## config.mk

```make
export PLATFORM = sky130hd
export DESIGN_NAME = uart_tx_arbiter_flat
export DESIGN_NICKNAME = d
export VERILOG_FILES = /design/src/rtl/uart_tx_arbiter_pkg.sv /design/src/rtl/uart_tx_arbiter_if.sv /design/src/rtl/uart_tx_arbiter_rr_pick.sv /design/src/rtl/uart_tx_arbiter.sv /design/src/flat_wrapper.sv
export SDC_FILE = /design/constraint.sdc
export NUM_CORES = 1
export LEC_CHECK = 0
export ABC_AREA = 1
export BUFFER_PORTS_ARGS = -buffer_cell sky130_fd_sc_hd__clkbuf_2
export CAP_MARGIN = 20
export CORE_MARGIN = 2
export CORE_UTILIZATION = 53
export DETAILED_ROUTE_END_ITERATION = 7
export PLACE_DENSITY_LB_ADDON = 0.2
export SETUP_SLACK_MARGIN = 0.02
export SLEW_MARGIN = 20
export SYNTH_ARGS = -nofsm -noshare
export SYNTH_HDL_FRONTEND = slang
export SYNTH_HIERARCHICAL = 1
export SYNTH_SLANG_ARGS = --single-unit
```

## constraint.sdc

```tcl
create_clock -name clk -period 2.2 [get_ports clk]
set_clock_uncertainty 0.15 [all_clocks]
set_input_delay 0.11 -clock clk [delete_from_list [all_inputs] [get_ports clk]]
set_output_delay 0.11 -clock clk [all_outputs]
set_load 0.005 [all_outputs]
```

## src/rtl/uart_tx_arbiter_pkg.sv

```systemverilog
// Shared types and constants for the UART transmit arbiter and related blocks.
package uart_pkg;

    typedef enum logic [2:0] {
        CFG_BRG,
        CFG_TXSTA,
        IDLE,
        LOCK,
        HOLD,
        DRAIN
    } arb_state_t;

    localparam int unsigned TXSTA_TXEN = 5;
    localparam int unsigned TXSTA_BRGH = 2;
    localparam int unsigned TXSTA_TRMT = 1;

    function automatic int unsigned idx_w(input int unsigned n);
        return (n > 1) ? $clog2(n) : 1;
    endfunction

endpackage

```

## src/rtl/uart_tx_arbiter_if.sv

```systemverilog
// UART register bus and requester handshake, grouped for the arbiter.
interface uart_tx_arbiter_if #(
    parameter int unsigned NUM_REQ = 2
);
    logic [7:0]           reg_data_out;
    logic                 spbrg_reg_wr_en;
    logic                 txsta_reg_wr_en;
    logic                 txreg_reg_wr_en;
    logic                 txif_set_en;
    logic                 trmt;
    logic                 cfg_req;
    logic [NUM_REQ-1:0]   req_valid;
    logic [NUM_REQ-1:0]   req_last;
    logic [8*NUM_REQ-1:0] req_data;
    logic [NUM_REQ-1:0]   req_ready;
    logic [NUM_REQ-1:0]   grant;
    logic                 cfg_done;
    logic                 busy;

    modport master (
        output reg_data_out, spbrg_reg_wr_en, txsta_reg_wr_en, txreg_reg_wr_en,
        output req_ready, grant, cfg_done, busy,
        input  txif_set_en, trmt, cfg_req, req_valid, req_last, req_data
    );

    modport slave (
        input  reg_data_out, spbrg_reg_wr_en, txsta_reg_wr_en, txreg_reg_wr_en,
        input  req_ready, grant, cfg_done, busy,
        output txif_set_en, trmt, cfg_req, req_valid, req_last, req_data
    );
endinterface

```

## src/rtl/uart_tx_arbiter_rr_pick.sv

```systemverilog
// Combinational round-robin selector: first valid channel after ptr_i, one-hot.
module rr_pick
    import uart_pkg::*;
#(
    parameter int unsigned N  = 2,
    parameter int unsigned PW = idx_w(N)
) (
    input  logic [N-1:0]  valid_i,
    input  logic [PW-1:0] ptr_i,
    output logic [N-1:0]  pick_o
);
    logic found;

    // Search order ptr+1, ptr+2, ..., ptr (mod N); ptr itself comes last.
    always_comb begin
        pick_o = '0;
        found  = 1'b0;
        for (int unsigned i = 1; i <= N; i++) begin
            for (int unsigned j = 0; j < N; j++) begin
                if (!found && valid_i[j] && (j == (32'(ptr_i) + i) % N)) begin
                    pick_o[j] = 1'b1;
                    found     = 1'b1;
                end
            end
        end
    end
endmodule

```

## src/rtl/uart_tx_arbiter.sv

```systemverilog
// Configures the UART after reset, then shares TXREG between requesters with
// round-robin, packet-locked arbitration paced by the TXIF strobe.
module uart_tx_arbiter
    import uart_pkg::*;
#(
    parameter int unsigned NUM_REQ    = 2,
    parameter logic [7:0]  SPBRG_INIT = 8'h00,
    parameter logic [7:0]  TXSTA_INIT = 8'h24,
    parameter int unsigned HOLDOFF    = 2
) (
    input  logic              clk,
    input  logic              rst,
    uart_tx_arbiter_if.master bus
);
    localparam int unsigned PW = idx_w(NUM_REQ);

    arb_state_t         state_q, state_d;
    logic [NUM_REQ-1:0] grant_q, grant_d, pick;
    logic [PW-1:0]      ptr_q, ptr_d, g_idx;
    logic [7:0]         hold_q, hold_d;
    logic               pend_q, pend_d;
    logic               last_q, last_d;
    logic               cfg_done_q, cfg_done_d;
    logic               busy_q, busy_d;
    logic [7:0]         g_data;
    logic               g_valid, g_last, accept;

    rr_pick #(.N(NUM_REQ), .PW(PW)) u_pick (
        .valid_i (bus.req_valid),
        .ptr_i   (ptr_q),
        .pick_o  (pick)
    );

    always_comb begin
        g_idx   = '0;
        g_data  = '0;
        g_valid = 1'b0;
        g_last  = 1'b0;
        for (int unsigned j = 0; j < NUM_REQ; j++) begin
            if (grant_q[j]) begin
                g_idx   = PW'(j);
                g_data  = bus.req_data[8*j +: 8];
                g_valid = bus.req_valid[j];
                g_last  = bus.req_last[j];
            end
        end
    end

    assign accept = (state_q == LOCK) && bus.txif_set_en && g_valid;

    always_comb begin
        state_d    = state_q;
        grant_d    = grant_q;
        ptr_d      = ptr_q;
        hold_d     = hold_q;
        pend_d     = pend_q;
        last_d     = last_q;
        cfg_done_d = cfg_done_q;
        // A request outside IDLE is deferred so it never splits a packet.
        if (bus.cfg_req && state_q != IDLE) pend_d = 1'b1;
        case (state_q)
            CFG_BRG:   state_d = CFG_TXSTA;
            CFG_TXSTA: begin
                state_d    = IDLE;
                cfg_done_d = 1'b1;
            end
            IDLE: begin
                if (bus.cfg_req || pend_q) begin
                    state_d    = DRAIN;
                    cfg_done_d = 1'b0;
                end else if (|bus.req_valid) begin
                    grant_d = pick;
                    state_d = LOCK;
                end
            end
            LOCK: begin
                if (accept) begin
                    last_d  = g_last;
                    hold_d  = 8'(HOLDOFF - 1);
                    state_d = HOLD;
                end
            end
            HOLD: begin
                if (hold_q == '0) begin
                    if (last_q) begin
                        ptr_d   = g_idx;
                        grant_d = '0;
                        state_d = IDLE;
                    end else begin
                        state_d = LOCK;
                    end
                end else begin
                    hold_d = hold_q - 8'd1;
                end
            end
            DRAIN: begin
                if (bus.trmt && bus.txif_set_en) begin
                    pend_d  = 1'b0;
                    state_d = CFG_BRG;
                end
            end
            default: state_d = CFG_BRG;
        endcase
        busy_d = (state_d != IDLE);
    end

    always_ff @(posedge clk) begin
        if (rst) begin
            state_q    <= CFG_BRG;
            grant_q    <= '0;
            ptr_q      <= '0;
            hold_q     <= '0;
            pend_q     <= 1'b0;
            last_q     <= 1'b0;
            cfg_done_q <= 1'b0;
            busy_q     <= 1'b1;
        end else begin
            state_q    <= state_d;
            grant_q    <= grant_d;
            ptr_q      <= ptr_d;
            hold_q     <= hold_d;
            pend_q     <= pend_d;
            last_q     <= last_d;
            cfg_done_q <= cfg_done_d;
            busy_q     <= busy_d;
        end
    end

    always_comb begin
        bus.reg_data_out    = '0;
        bus.spbrg_reg_wr_en = 1'b0;
        bus.txsta_reg_wr_en = 1'b0;
        bus.txreg_reg_wr_en = 1'b0;
        bus.req_ready       = '0;
        if (!rst) begin
            case (state_q)
                CFG_BRG: begin
                    bus.spbrg_reg_wr_en = 1'b1;
                    bus.reg_data_out    = SPBRG_INIT;
                end
                CFG_TXSTA: begin
                    bus.txsta_reg_wr_en = 1'b1;
                    bus.reg_data_out    = TXSTA_INIT;
                end
                LOCK: begin
                    if (accept) begin
                        bus.txreg_reg_wr_en = 1'b1;
                        bus.reg_data_out    = g_data;
                        bus.req_ready       = grant_q;
                    end
                end
                default: ;
            endcase
        end
    end

    assign bus.grant    = rst ? '0 : grant_q;
    assign bus.cfg_done = !rst && cfg_done_q;
    assign bus.busy     = !rst && busy_q;
endmodule

```

## src/flat_wrapper.sv

```systemverilog
// flat-port wrapper written by rule: the top's interface ports become plain ports
module uart_tx_arbiter_flat import uart_pkg::*;
#(
    parameter int unsigned NUM_REQ    = 2,
    parameter logic [7:0]  SPBRG_INIT = 8'h00,
    parameter logic [7:0]  TXSTA_INIT = 8'h24,
    parameter int unsigned HOLDOFF    = 2
)
  (clk, rst, bus_reg_data_out, bus_spbrg_reg_wr_en, bus_txsta_reg_wr_en, bus_txreg_reg_wr_en, bus_req_ready, bus_grant, bus_cfg_done, bus_busy, bus_txif_set_en, bus_trmt, bus_cfg_req, bus_req_valid, bus_req_last, bus_req_data);
  uart_tx_arbiter_if #(.NUM_REQ(NUM_REQ)) bus_i ();
  input  logic clk;
  input  logic rst;
  output wire logic [$bits(bus_i.reg_data_out)-1:0] bus_reg_data_out;
  output wire logic [$bits(bus_i.spbrg_reg_wr_en)-1:0] bus_spbrg_reg_wr_en;
  output wire logic [$bits(bus_i.txsta_reg_wr_en)-1:0] bus_txsta_reg_wr_en;
  output wire logic [$bits(bus_i.txreg_reg_wr_en)-1:0] bus_txreg_reg_wr_en;
  output wire logic [$bits(bus_i.req_ready)-1:0] bus_req_ready;
  output wire logic [$bits(bus_i.grant)-1:0] bus_grant;
  output wire logic [$bits(bus_i.cfg_done)-1:0] bus_cfg_done;
  output wire logic [$bits(bus_i.busy)-1:0] bus_busy;
  input wire logic [$bits(bus_i.txif_set_en)-1:0] bus_txif_set_en;
  input wire logic [$bits(bus_i.trmt)-1:0] bus_trmt;
  input wire logic [$bits(bus_i.cfg_req)-1:0] bus_cfg_req;
  input wire logic [$bits(bus_i.req_valid)-1:0] bus_req_valid;
  input wire logic [$bits(bus_i.req_last)-1:0] bus_req_last;
  input wire logic [$bits(bus_i.req_data)-1:0] bus_req_data;
  assign bus_reg_data_out = bus_i.reg_data_out;
  assign bus_spbrg_reg_wr_en = bus_i.spbrg_reg_wr_en;
  assign bus_txsta_reg_wr_en = bus_i.txsta_reg_wr_en;
  assign bus_txreg_reg_wr_en = bus_i.txreg_reg_wr_en;
  assign bus_req_ready = bus_i.req_ready;
  assign bus_grant = bus_i.grant;
  assign bus_cfg_done = bus_i.cfg_done;
  assign bus_busy = bus_i.busy;
  assign bus_i.txif_set_en = bus_txif_set_en;
  assign bus_i.trmt = bus_trmt;
  assign bus_i.cfg_req = bus_cfg_req;
  assign bus_i.req_valid = bus_req_valid;
  assign bus_i.req_last = bus_req_last;
  assign bus_i.req_data = bus_req_data;
  uart_tx_arbiter #(.NUM_REQ(NUM_REQ), .SPBRG_INIT(SPBRG_INIT), .TXSTA_INIT(TXSTA_INIT), .HOLDOFF(HOLDOFF)) u_core (.clk(clk), .rst(rst), .bus(bus_i));
endmodule
```

======== After elaboration in Yosys (flattened, before gate mapping) ========
Index checks and enable logic that the tools add are counted.
word-level totals
  bits in registers ....................... 18
  bits of input ports ..................... 25
  output and inout port bits .............. 17
  word-level logic and storage cells ...... 103
operators by class
  $add $sub $neg .......................... 3
  mux-type cells .......................... 47
  reduce and logical (&&, ||, !) cells .... 31
  equal/unequal tests ..................... 14
operator list
  cell                                                    count
  logical NOT 32 bit                                      2
  two-way mux 8 bit                                       6
  one-hot mux 8 bit (2 select lines)                      2
  two-way mux 1 bit                                       23
  one-hot mux 3 bit (6 select lines)                      1
  two-way mux 2 bit                                       8
  two-way mux 3 bit                                       5
  logical AND 1 bit                                       13
  inequality test 2 x 1 -> 1 bit (second input constant)  5
  logical NOT 8 bit                                       1
  subtractor 8 x 1 -> 8 bit (second input constant)       1
  == test 3 x 2 -> 1 bit (second input constant)          2
  == test 3 bit (second input constant)                   2
  inequality test 3 x 2 -> 1 bit (second input constant)  2
  AND reduction 3 bit                                     2
  nonzero test 2 bit                                      3
  AND reduction 5 bit                                     1
  logical NOT 1 bit                                       4
  inequality test 2 bit (second input constant)           2
  one-hot mux 2 bit (2 select lines)                      1
  AND reduction 2 bit                                     2
  == test 3 x 1 -> 1 bit (second input constant)          1
  logical NOT 3 bit                                       1
  adder 1 bit (second input constant)                     2
  other kinds (3)                                         3

======== Longest topological paths before layout ========
Gate-level depths: netlist of the first run.
  word-level depth ........................ 19
  gate-level depth with buffers ........... 10
  mapped depth without buffers ............ 9

======== By module ========
The synthesis of the first run kept the hierarchy.
modules (own cells, without submodules)
  module           cells an instance  area each (µm²)  sequential area each (µm²)  times used
  uart_tx_arbiter  194                1222.4           360.3                       1
  rr_pick          4                  27.5             0.0                         1

======== Worst setup path after synthesis of the first run ========
Ideal clock, no wire load.
  path type ............................... register to output
  start point ............................. register u_core.grant_q[1]
  end point ............................... output bus_reg_data_out[7]
  arrival ................................. 1.183 ns
  required time ........................... 1.940 ns
  slack ................................... 0.757 ns
  buffers on the path ..................... 1
  cell stages (with the launch flop) ...... 11
  cells stage by stage .................... dfxtp_1 buf_4 inv_4 nand3_1 nand2_1 nand3_4 nor2_4 inv_4 nor2_4 nand2_1 nand2_1
between the ends
  longest elaborated chain between the ends .. 5
  elaborated cells on any way between the ends .. 6
  classes of those cells .................. mux (5); reduce/logical (1)
RTL lines
  item                                  RTL line                source
  from (decl)                           uart_tx_arbiter.sv:18   logic [NUM_REQ-1:0] grant_q, grant_d, pick;
  from (signal assigned)                uart_tx_arbiter.sv:119  grant_q <= grant_d;
  two-way mux 1 bit                     uart_tx_arbiter.sv:40   if (grant_q[j]) begin
  logical AND 1 bit                     uart_tx_arbiter.sv:49   assign accept = (state_q == LOCK) && bus.txif_set_en && g_valid;
  two-way mux 8 bit *                   uart_tx_arbiter.sv:146  if (accept) begin
  one-hot mux 8 bit (2 select lines) *  uart_tx_arbiter.sv:136  case (state_q)
  two-way mux 8 bit *                   uart_tx_arbiter.sv:135  if (!rst) begin
  to (decl)                             flat_wrapper.sv:13      output wire logic [$bits(bus_i.reg_data_out)-1:0] bus_reg_data_out;
Mark *: on every way between the ends. The rest lies on a longest branch, timed or not.

======== Worst setup path in the final report of the first run ========
Same ends and word-level chain as after synthesis.

==> impl_metrics.env, run 1 <==
export IMPL_die_h_um=52.6
export IMPL_end_kind="output port"
export IMPL_syn_to_final_growth_pct=22.5
export IMPL_ios=42
export IMPL_numCtsBuffers=3
export IMPL_ys_types=31
export IMPL_fp_row_count=17
export IMPL_worstPathMaxFanout=10
export IMPL_portBuffers=41
export IMPL_ant_nets=0
export IMPL_leakagePower_nw=0.740
export IMPL_syn_avg_cell_area_um2=6.31
export IMPL_cpMaxStageDelayCell="dfxtp_1"
export IMPL_critPathBufInv=2
export IMPL_routed_via_density=5.18
export IMPL_gr_usage_all_layers_pct=23.5
export IMPL_period_minus_slack_ns=1.99
export IMPL_clockBufferDepth=2
export IMPL_crit_arrival_ns=1.73
export IMPL_ys_ff_latch=18
export IMPL_grt_pass1_wl_um=4950
export IMPL_hold_viol=0
export IMPL_path_class="reg -> out"
export IMPL_core_area_mm2=0.00221
export IMPL_dp_slack_ns=0.544
export IMPL_instances_no_fill=270
export IMPL_syn_num_nets=225
export IMPL_die_area_mm2=0.00276
export IMPL_fmax_mhz=502
export IMPL_cts_hold_fix_buffers=2
export IMPL_place_area_mm2=0.00148
export IMPL_postCtsSetupBuffers=0
export IMPL_dp_hpwl_um=2240
export IMPL_routed_wl_um=2870
export IMPL_max_slew_margin_rel_pct=72.2
export IMPL_num_fill_cells=205
export IMPL_maxCapViolCount=0
export IMPL_path_cells="nand2_1 > nand2_1 > nand3_4 > nor2_4 > inv_4 > nor2_4 > nand2_1 > nand2_1 > clkbuf_2"
export IMPL_die_w_um=52.6
export IMPL_fin_area_mm2=0.00153
export IMPL_synthCells=198
export IMPL_start_util_pct=56.5
export IMPL_cts_tree="yes"
export IMPL_drive_gt1_share_pct=26.4
export IMPL_antenna_found_initial=0
export IMPL_root_buffer="clkbuf_4"
export IMPL_layout_common_cells="nand2_1 (49), clkbuf_2 (41), nor2_1 (34)"
export IMPL_setup_violations=0
export IMPL_layout_setup_ws_ns=0.208
export IMPL_yosys_warnings=6
export IMPL_firstDrtPassIters=4
export IMPL_worst_pin_slew_ns=0.417
export IMPL_drv_slew=0
export IMPL_n_antenna_cell=0
export IMPL_layout_commonest_cell="nand2_1"
export IMPL_overflow=0
export IMPL_fin_crit_sh_pct=90.5
export IMPL_rsz0062_at_grt="false"
export IMPL_drcViolationCount=0
export IMPL_vias=1398
export IMPL_drt_iter0_markers=48
export IMPL_setup_tns_ns=0
export IMPL_register_area_um2=360
export IMPL_hold_path_class="in -> reg"
export IMPL_grt_max_degree=20
export IMPL_start_kind="flop"
export IMPL_ir_drop_mv=0.391
export IMPL_clk_latency_ns=0.30
export IMPL_p_per_area_mw_per_mm2=506
export IMPL_gp_congestion=0.839
export IMPL_htreeDepth=1
export IMPL_placedCellCount=264
export IMPL_synth_seq_area_share_pct=28.8
export IMPL_post_cts_resized=0
export IMPL_grt_pass1_vias=1212
export IMPL_max_stage_delay_ns=0.57
export IMPL_wl_per_cell_um=10.6
export IMPL_clock_sinks=18
export IMPL_critPathRequiredTime_ns=1.94
export IMPL_synth_area_mm2=0.00125
export IMPL_cp_common_cell="nand2_1"
export IMPL_cp_top_family="simple AND/OR/NAND/NOR gates"
export IMPL_multiInputGateArea_um2=767
export IMPL_nets=270
export IMPL_outcome="finished, final reports clean"
export IMPL_clk_pin_slew_ns=0.11
==> metrics by stage <==
step	hold WS [ns]	power (mW)	utilization, %
after floorplan	0.142	0.504	-
after global placement	0.276	0.564	66.7
after detailed placement	0.276	0.565	66.7
after CTS	0.0000219	0.777	69.2
after global routing	0.00576	0.824	69.2
final	0.00225	0.774	69.2
==> worst reg2reg max path, cell delays in order, from the launching register on <==
cell and delay [ns]:
dfxtp_1 0.57, inv_4 0.09, nand3_1 0.09, nand2_1 0.11, nand3_4 0.11, nand2_2 0.11, nand2_2 0.18, nand2_1 0.07
a21oi_1 0.14
==> final timing paths <==
path	start	endpoint	slack [ns]	cells past startpoint
worst max-delay path	u_core/grant_q[1]	bus_reg_data_out[7]	0.21	9
worst min-delay path	bus_txif_set_en	u_core/last_q	0.002	3
worst max register to register	u_core/grant_q[1]	u_core/hold_q[1]	0.51	8
worst min register to register	u_core/hold_q[0]	u_core/hold_q[0]	0.34	2
==> state kept, by name, summed over array words and instances (netlist names) <==
signal             flops
u_core/ptr_q           1
u_core/last_q          1
u_core/busy_q          1
u_core/grant_q         2
u_core/pend_q          1
u_core/hold_q          8
u_core/cfg_done_q      1
u_core/state_q         3
==> cells in the mapped netlist (all sizes together) <==
cell type	count	area, µm²
buf	1	7.51
nand2	52	203
and2	1	6.26
a21boi	1	11.3
o21bai	2	15.0
a22o	1	8.76
clkinv	2	8.75
nor2	39	179
a22oi	7	52.6
nand3	16	97.6
o21ai	6	33.8
dfxtp	18	360
a21oi	14	77.6
nand4	5	31.3
nor3b	1	7.51
clkbuf	2	7.51
xnor2	1	8.76
ha	2	25.0
inv	25	98.9
nor3	2	10.0
==> power breakdown <==
part	internal (mW)	leakage, nW	switching, mW	total, mW
Sequential	0.345	0.146	0.0192	0.364
Combinational	0.0794	0.573	0.119	0.199
Clock	0.101	0.0210	0.111	0.212
Total	0.525	0.740	0.249	0.774
==> kinds of logic after synthesis <==
kind of cell	after synthesis	synth area share [%]
flip-flops	18	28.8
XOR/XNOR	1	0.701
buffers and inverters	30	9.81
AND/OR/NAND/NOR	116	42.7
adder cells (fa/ha/maj)	2	2.00
AO/OA/AOI/OAI	31	15.9
==> layer usage <==
metal  vias to the layer above  wire length, µm  global-route usage [%]
li1                        728                -                       -
met1                       630             1340                    29.9
met2                        35             1370                    39.2
met3                         5              118                    3.43
met4                         0               41                    9.83
met5                         -                0                       0
==> final cells by class <==
type / instances / share of cell area (%)
clock buffer: 4 / 2.37
timing repair buffer: 43 / 14.7
tap: 28 / 2.29
sequential: 18 / 23.5
inverter: 27 / 7.03
multi-input combinational: 150 / 50.1
Power figures use the tool's default switching activity.
==> inputs of run 2 (changes only) <==
- CORE_UTILIZATION: 53 -> 50
- clock period: 2.2 -> 1.9 ns (I/O delays scaled with it)
==> run 2 against run 1 <==
- non-clock buffer count is 7 higher
- global-route usage decreased by 0.068 points
- sequential share of layout area is 0.53 points lower
- via count decreased by 0.79%
- worst setup slack got worse by 0.12 ns
- wire length increased by 6.7%
- design area rose by 4.1%
- cell count rose by 3.0%
- first-iteration DRC count fell by 50%
- critical path depth up 2
- combinational power increased by 23%
- worst hold slack improved by 0.042 ns
- critical endpoint unchanged
- largest power group unchanged
- highest routed layer unchanged
==> impl_metrics.env, run 2 (synthesized netlist as in run 1, its figures left out) <==
export IMPL_vias=1387
export IMPL_outcome="finished, final reports clean"
export IMPL_largest_reg_flops=8
export IMPL_fin_hold_ws_ns=0.0442
export IMPL_place_area_mm2=0.00149
export IMPL_register_area_um2=367
export IMPL_grt_pass1_vias=1205
export IMPL_core_area_mm2=0.00243
export IMPL_path_class="in -> out"
export IMPL_firstDrtPassIters=4
export IMPL_final_util_pct=65.5
export IMPL_ir_drop_mv=0.322
export IMPL_layout_commonest_cell="nand2_1"
export IMPL_end_kind="output port"
export IMPL_cpMaxStageDelayCell="dlygate4sd3_1"
export IMPL_cts_tree="yes"
export IMPL_crit_arrival_ns=1.57
export IMPL_worstPathMaxFanout=9
export IMPL_period_minus_slack_ns=1.82
export IMPL_p_sw_share_pct=33.3
export IMPL_internal_power_uw=574
export IMPL_reg_top3="u_core/hold_q x8, u_core/state_q x3, u_core/grant_q x2"
export IMPL_htreeDepth=1
export IMPL_die_area_mm2=0.00292
export IMPL_pwr_share_comb_pct=28.4
export IMPL_root_buffer="clkbuf_4"
export IMPL_hold_path_class="in -> reg"
export IMPL_gr_usage_all_layers_pct=23.4
export IMPL_die_w_um=54
export IMPL_dp_hpwl_um=2290
export IMPL_clock_sinks=18
export IMPL_top_register="u_core/hold_q"
export IMPL_overflow=0
export IMPL_ant_nets=0
export IMPL_layout_setup_ws_ns=0.0842
export IMPL_finalPower_uw=861
export IMPL_p_switching_uw=287
export IMPL_p_per_area_mw_per_mm2=540
export IMPL_clk_pin_slew_ns=0.10
export IMPL_maxCapViolCount=0
export IMPL_clockBufferDepth=2
export IMPL_numCtsBuffers=3
export IMPL_start_util_pct=51.4
export IMPL_leakagePower_nw=0.768
export IMPL_seqPwrFrac_pct=49.2
export IMPL_fp_row_count=18
export IMPL_hold_viol=0
export IMPL_path_cells="dlygate4sd3_1 > buf_2 > nand3_1 > nand2_2 > nand3_4 > nor2_4 > inv_4 > nor2_4 > nand2_1 > nand2_1 > clkbuf_2"
export IMPL_grt_pass1_wl_um=5060
export IMPL_critPathRequiredTime_ns=1.65
export IMPL_start_kind="primary input"
export IMPL_rsz0062_at_grt="true"
export IMPL_clk_latency_ns=0.29
export IMPL_max_stage_delay_ns=0.51
export IMPL_die_h_um=54
export IMPL_ios=42
export IMPL_multiInputGateArea_um2=777
export IMPL_setup_violations=0
export IMPL_drive_gt1_share_pct=29.4
export IMPL_fmax_mhz=551
export IMPL_nets=277
export IMPL_wl_per_cell_um=11.0
export IMPL_worst_pin_slew_ns=0.445
export IMPL_drt_iter0_markers=24
export IMPL_grt_max_degree=20
export IMPL_routed_via_density=4.99
export IMPL_routed_wl_um=3060
export IMPL_max_slew_margin_rel_pct=70.3
export IMPL_portBuffers=41
export IMPL_fin_area_mm2=0.00159
export IMPL_syn_to_final_growth_pct=27.5
export IMPL_dp_slack_ns=0.298
export IMPL_n_antenna_cell=0
export IMPL_antenna_found_initial=0
export IMPL_layout_common_cells="nand2_1 (48), clkbuf_2 (40), nor2_1 (34)"
export IMPL_gp_congestion=0.840
export IMPL_fin_crit_sh_pct=95.6
export IMPL_num_fill_cells=241
export IMPL_drv_slew=0
export IMPL_p_clk_share_pct=22.3
export IMPL_drcViolationCount=0
## run 2: cell types whose count changed in the layout (fill, tap and decap cells not counted), sizes merged
| cell | before | now |
|---|---|---|
| dlygate4sd3 | 2 | 4 |
| clkbuf | 45 | 43 |
| buf | 0 | 6 |
## run 2: critical path: cells and delay by family
| family | cells | cell delay (ns) |
|---|---|---|
| buffers and inverters | 4 | 0.84 |
| AND/OR/NAND/NOR | 7 | 0.63 |
## run 2: repair_timing
action | CTS | global route
gates resized for setup | 2 | 6
endpoints found under the setup margin | 3 | 9
setup buffers | 0 | 4
endpoints found under the hold margin | 4 | 0
hold buffers | 4 | 0
pin swaps | 0 | 2
## run 2: area by class of cell
class                   instances  share of cell area (%)
repair buffers                 50                    17.7
inverters                      27                    6.75
multi-input cells             150                    48.7
clock buffers                   3                    1.41
flip-flops and latches         18                    23.0
well taps                      30                    2.35
## run 2: final timing paths
kind,startpoint,to,slack [ns],cells after the start
setup / recovery,bus_req_valid[0],bus_reg_data_out[7],0.08,11
setup reg to reg,u_core/hold_q[0],u_core/grant_q[1],0.25,9
hold reg to reg,u_core/hold_q[0],u_core/hold_q[0],0.34,2
hold / removal,bus_trmt,u_core/pend_q,0.04,4
## run 2: routing by layer
metal / vias up / part of all wire (%) / wire length, µm / GRT usage, %
met1: 592 / 49 / 1510 / 31.8
met4: 0 / 0.33 / 10 / 8.33
met3: 2 / 6.1 / 188 / 3.33
met5: - / 0 / 0 / 0
li1: 744 / - / - / -
met2: 49 / 44 / 1350 / 37.4
## run 2: power by group through the flow
| stage | logic [mW] | clock network (mW) | registers [mW] |
|---|---|---|---|
| detailed placement | 0.230 | 0 | 0.429 |
| global route | 0.279 | 0.220 | 0.427 |
| floorplan | 0.161 | 0 | 0.423 |
| finish | 0.245 | 0.192 | 0.424 |
| CTS | 0.238 | 0.198 | 0.421 |
| global placement | 0.228 | 0 | 0.428 |
## run 2: stage by stage
| step | TNS (ns) | cells |
|---|---|---|
| 2_1_floorplan | 0 | 198 |
| 3_3_place_gp | 0 | 267 |
| 3_5_place_dp | 0 | 267 |
| 4_1_cts | 0 | 274 |
| 5_1_grt | -0.0495 | 278 |
| 6_report | 0 | 278 |
